**src/rtl/mem_port_arbiter.sv**
```systemverilog
// Shares one single-port memory between fetch and load/store. Data requests win unless fetch has waited MAX_STREAK grants.
// Decision is registered: req in cycle N gives mem_req in N+1. One transaction at a time. MEM_TIMEOUT_EN adds a watchdog abort.
module mem_port_arbiter #(
  parameter int AW         = 32,
  parameter int DW         = 32,
  parameter int MAX_STREAK = 4,
  parameter int TIMEOUT    = 16
) (
  input  logic          clk,
  input  logic          rst,
  input  logic          if_req,
  input  logic [AW-1:0] if_addr,
  output logic          if_gnt,
  output logic          if_rvalid,
  output logic [DW-1:0] if_rdata,
  input  logic          d_req,
  input  logic          d_we,
  input  logic [AW-1:0] d_addr,
  input  logic [DW-1:0] d_wdata,
  output logic          d_gnt,
  output logic          d_rvalid,
  output logic [DW-1:0] d_rdata,
  output logic          mem_req,
  output logic          mem_we,
  output logic [AW-1:0] mem_addr,
  output logic [DW-1:0] mem_wdata,
  input  logic          mem_gnt,
  input  logic          mem_rvalid,
  input  logic [DW-1:0] mem_rdata,
  output logic          busy,
  output logic          err
);

  typedef enum logic [1:0] {IDLE, REQ, RSP} state_t;

  localparam int SW = $clog2(MAX_STREAK + 1);

  state_t          state, state_nxt;
  logic [SW-1:0]   streak;
  logic            owner_d;
  logic            r_we;
  logic [AW-1:0]   r_addr;
  logic [DW-1:0]   r_wdata;
  logic            data_win, fetch_win;
  logic            done, abort;
  logic            tmo;

`ifdef MEM_TIMEOUT_EN
  localparam int TW = $clog2(TIMEOUT);
  logic [TW-1:0] tcnt;

  assign tmo = (tcnt == TW'(TIMEOUT - 1));

  // Restarts on every state change, so each of REQ and RSP gets its own budget.
  always_ff @(posedge clk or posedge rst) begin
    if (rst) begin
      tcnt <= '0;
    end else if (state_nxt != state) begin
      tcnt <= '0;
    end else if (state != IDLE) begin
      tcnt <= tcnt + TW'(1);
    end
  end
`else
  assign tmo = 1'b0;
`endif

  always_comb begin
    state_nxt = state;
    if_gnt    = 1'b0;
    d_gnt     = 1'b0;
    done      = 1'b0;
    abort     = 1'b0;
    data_win  = d_req && !(if_req && (streak == SW'(MAX_STREAK)));
    fetch_win = if_req && !data_win;
    case (state)
      IDLE: begin
        if (data_win) begin
          d_gnt     = 1'b1;
          state_nxt = REQ;
        end else if (fetch_win) begin
          if_gnt    = 1'b1;
          state_nxt = REQ;
        end
      end
      REQ: begin
        if (mem_gnt) begin
          state_nxt = RSP;
        end else if (tmo) begin
          abort     = 1'b1;
          state_nxt = IDLE;
        end
      end
      RSP: begin
        // A response in the timeout cycle still completes normally.
        if (mem_rvalid) begin
          done      = 1'b1;
          state_nxt = IDLE;
        end else if (tmo) begin
          abort     = 1'b1;
          state_nxt = IDLE;
        end
      end
      default: state_nxt = IDLE;
    endcase
  end

  always_ff @(posedge clk or posedge rst) begin
    if (rst) begin
      state   <= IDLE;
      streak  <= '0;
      owner_d <= 1'b0;
      r_we    <= 1'b0;
      r_addr  <= '0;
      r_wdata <= '0;
    end else begin
      state <= state_nxt;
      if (d_gnt) begin
        owner_d <= 1'b1;
        r_we    <= d_we;
        r_addr  <= d_addr;
        r_wdata <= d_wdata;
        if (!if_req) begin
          streak <= '0;
        end else if (streak != SW'(MAX_STREAK)) begin
          streak <= streak + SW'(1);
        end
      end else if (if_gnt) begin
        owner_d <= 1'b0;
        r_we    <= 1'b0;
        r_addr  <= if_addr;
        r_wdata <= '0;
        streak  <= '0;
      end
    end
  end

  assign mem_req   = (state == REQ);
  assign mem_we    = mem_req & r_we;
  assign mem_addr  = mem_req ? r_addr : '0;
  assign mem_wdata = mem_req ? r_wdata : '0;

  assign if_rvalid = (done | abort) & ~owner_d;
  assign d_rvalid  = (done | abort) & owner_d;
  assign if_rdata  = (done && !owner_d) ? mem_rdata : '0;
  assign d_rdata   = (done && owner_d) ? mem_rdata : '0;

  assign busy = (state != IDLE);
  assign err  = abort;

endmodule
```
**config.mk**
```make
export PLATFORM = sky130hd
export DESIGN_NAME = mem_port_arbiter
export DESIGN_NICKNAME = d
export VERILOG_FILES = /design/src/rtl/mem_port_arbiter.sv
export SDC_FILE = /design/constraint.sdc
export NUM_CORES = 1
export LEC_CHECK = 0
export CAP_MARGIN = 30
export CORE_MARGIN = 4
export CORE_UTILIZATION = 37
export CTS_BUF_LIST = sky130_fd_sc_hd__clkbuf_8
export CTS_CLUSTER_SIZE = 14
export DETAILED_ROUTE_END_ITERATION = 7
export PLACE_DENSITY_LB_ADDON = 0.1
export SKIP_CTS_REPAIR_TIMING = 1
export SLEW_MARGIN = 20
export SYNTH_ARGS = -nofsm -noshare
export SYNTH_HDL_FRONTEND = slang
export SYNTH_SLANG_ARGS = --single-unit
export TNS_END_PERCENT = 20
```
**constraint.sdc**
```tcl
create_clock -name clk -period 3.1 [get_ports clk]
set_input_delay 0.62 -clock clk [delete_from_list [all_inputs] [get_ports clk]]
set_output_delay 0.62 -clock clk [all_outputs]
set_load 0.1 [all_outputs]
```
==> impl_results.md <==
- Status: finished, final reports clean
- Crit end category: output port
- Reg clk slew, reported paths: 0.07 ns
- CP arrival: 2.22 ns
- Post-DP HPWL: 12.5 mm
- Crit-path cells: clkdlybuf4s50_1, and4bb_2, and2_1, buf_12
- Post-synthesis sequential area ratio: 0.454
- Cell Count, Final, Fillers Out: 784
- Vias per cell: 5.14
- Die ar.: 0.0123 mm^2
- Initial DRT Pass Iterations: 4
- WS Path Type: input port to output port
- Distinct cells, synth: 32
- Yosys warns: 0
- Yosys reg bits: 71
- Worst path max stage delay: 0.62 ns
- WL final: 15.9 mm
- Worst-margin pin slew: 0.815 ns
- Post-route ant nets: 0
- Cells after Synth: 387
- Vias: 4032
- Synth top area share: 0.454
- Die Wd: 111 um
- Nets: 780
- Share of layout cells above drive strength 1: 0.298
- FP Rows: 37
- Register area: 0.00178 mm^2
- Wire per inst: 20.2 um
- Leakage power: 3.52 nW
- Minimum hold slack: 0.499 ns
- Post-Place Cells: 768
- NetSw: 4.99 mW
- Fin Setup TNS: 0 ns
- Crit Path Max Fanout: 33
- Core area: 0.0103 mm^2
- Fin. max-slew vios: 0
- Crit path time final: 2.84 ns
- CP Launch Type: input port
- Pint: 4.20 mW
- Final Hold Vio Count: 0
- Post-route cell area: 0.00818 mm^2
- P&R area growth vs syn: 109%
- HP Class: flip-flop to flip-flop
- RSZ-0062 raised after global routing: no
- Max-slew headroom: 0.456
- F_max: 352 MHz
- Port buffer count: 269
- Multi-input logic area: 0.00187 mm^2
- CTS buffer count: 9
- Placement Cell Area: 0.00796 mm^2
- Diodes inserted: 0
- Post-route clock skew: 0.00520 ns
- Starting Density: 0.379
- Residual DRC count: 0
- Synth top area cells: dfrtp_1 (45%), and2_1 (20%), a22o_1 (7.8%)
- Largest net degree at the start of global routing: 56
- TritonCTS clock tree: yes
- Antenna violations before repair: 0
- Peak supply drop: 1.20 mV
- Clk buf depth: 2
- CP required: 2.48 ns
- Gr ovfl total: 0
- Sequential power share: 0.167
- Clock group share of total power: 0.090
- Die H: 111 um
- First-pass GRT wire length: 25.1 mm
- Htree depth: 3
- RD Place Congestion: 0.822
- Worst-skew pair later-pin latency: 0.34 ns
- Fillers: 659
- Synth area leader: dfrtp_1
- R2R Setup Slk: 1.11 ns
- Sinks on Clock Net: 71
- Ports: 271
- Initial DRC count: 239
- PwrDens: 1120 mW/mm^2
- Synth Area per Inst: 10.1 um^2
- Maxcap violations: 0
- Sw frac: 0.543
- Setup violators final: 0
- Final Cycle Share: 0.917
- Fin util: 0.793
- Critical-path top delay cell: and4bb_2
- Gr usage total: 0.257
- Syn_nets: 524
- Vias in the first global route: 4174
- Synthesized cell area: 0.00391 mm^2
- Comb pwr share: 0.742
- Clock root cell: clkbuf_8
state kept, by name, summed over array words and instances (netlist names):
| name | flops |
|---|---|
| r_we | 1 |
| r_wdata | 32 |
| owner_d | 1 |
| state | 2 |
| r_addr | 32 |
| streak | 3 |
Yosys cell counts (all sizes together):
cell,count
o21a,1
a22o,35
conb,1
o21bai,17
dfrtp,71
and4bb,1
nand3,2
inv,24
nor2b,1
buf,16
ha,2
and4b,1
clkbuf,19
and2,122
o221a,25
o31ai,1
nand2b,1
a32o,2
o211ai,8
o21ai,18
o2111ai,7
nor2,12
critical path, delay by kind of cell:
family	cells	cell delay, ns
AND/OR/NAND/NOR	2	0.90
buffers and inverters	2	0.70
layout by cell type (no fill, tap or decap), types with 10 or more instances in the layout:
cell	synthesis	final
and2_1	122	122
a22o_1	35	35
nor2_1	11	10
dfrtp_1	71	71
clkdlybuf4s50_1	0	134
o21bai_1	17	17
clkbuf_8	0	11
o221a_2	23	23
o21ai_0	17	17
inv_1	21	22
buf_12	0	129
buf_4	2	17
power groups by stage:
stage | combinational (mW) | sequential [mW] | clock (mW)
finish | 6.82 | 1.54 | 0.831
CTS | 6.86 | 1.53 | 0.852
floorplan | 4.51 | 1.48 | 0
global route | 7.06 | 1.59 | 0.895
global placement | 6.77 | 1.52 | 0
detailed placement | 6.84 | 1.55 | 0
logic make-up (layout without fill, tap and decap cells):
| kind of cell | after synthesis | after routing | share of synthesized area |
|---|---|---|---|
| DFF | 71 | 71 | 0.454 |
| buffers and inverters | 59 | 320 | 0.0678 |
| AOI/OAI and AO/OA | 114 | 114 | 0.250 |
| adders and majority gates | 2 | 2 | 0.00640 |
| other | 1 | 1 | 0.000959 |
| and+or+nand+nor | 140 | 140 | 0.220 |
through the flow:
| step | total power [mW] | setup WS [ns] |
|---|---|---|
| global route | 9.54 | 0.174 |
| CTS | 9.25 | 0.251 |
| detailed placement | 8.39 | 0.268 |
| floorplan | 5.99 | -0.239 |
| finish | 9.18 | 0.256 |
| global placement | 8.29 | 0.418 |
worst paths after layout:
kind | end | start | cells past startpoint
max reg2reg | r_addr[22] | state[1] | 5
max | if_rdata[22] | mem_rvalid | 4
min | r_wdata[18] | r_wdata[18] | 1
max in group asynchronous | r_wdata[27] | rst | 3
min in group asynchronous | r_wdata[11] | rst | 2
min reg2reg | r_wdata[18] | r_wdata[18] | 1
routing by layer:
layer | vias up | wire (um) | global-route usage
met3 | 15 | 1130 | 0.0660
met5 | - | 0 | 0
met4 | 0 | 201 | 0.0616
met1 | 1995 | 6050 | 0.297
li1 | 1862 | - | -
met2 | 160 | 8480 | 0.471
layout make-up:
type                            count  share of cell area
Inverter                           24              0.0110
Timing Repair Buffer              280               0.495
Clock buffer                       11              0.0185
Sequential cell                    71               0.217
Tap cell                          136              0.0208
Clock inverter                      5             0.00887
Multi-Input combinational cell    257               0.229
(Power assumes the default switching activity.)
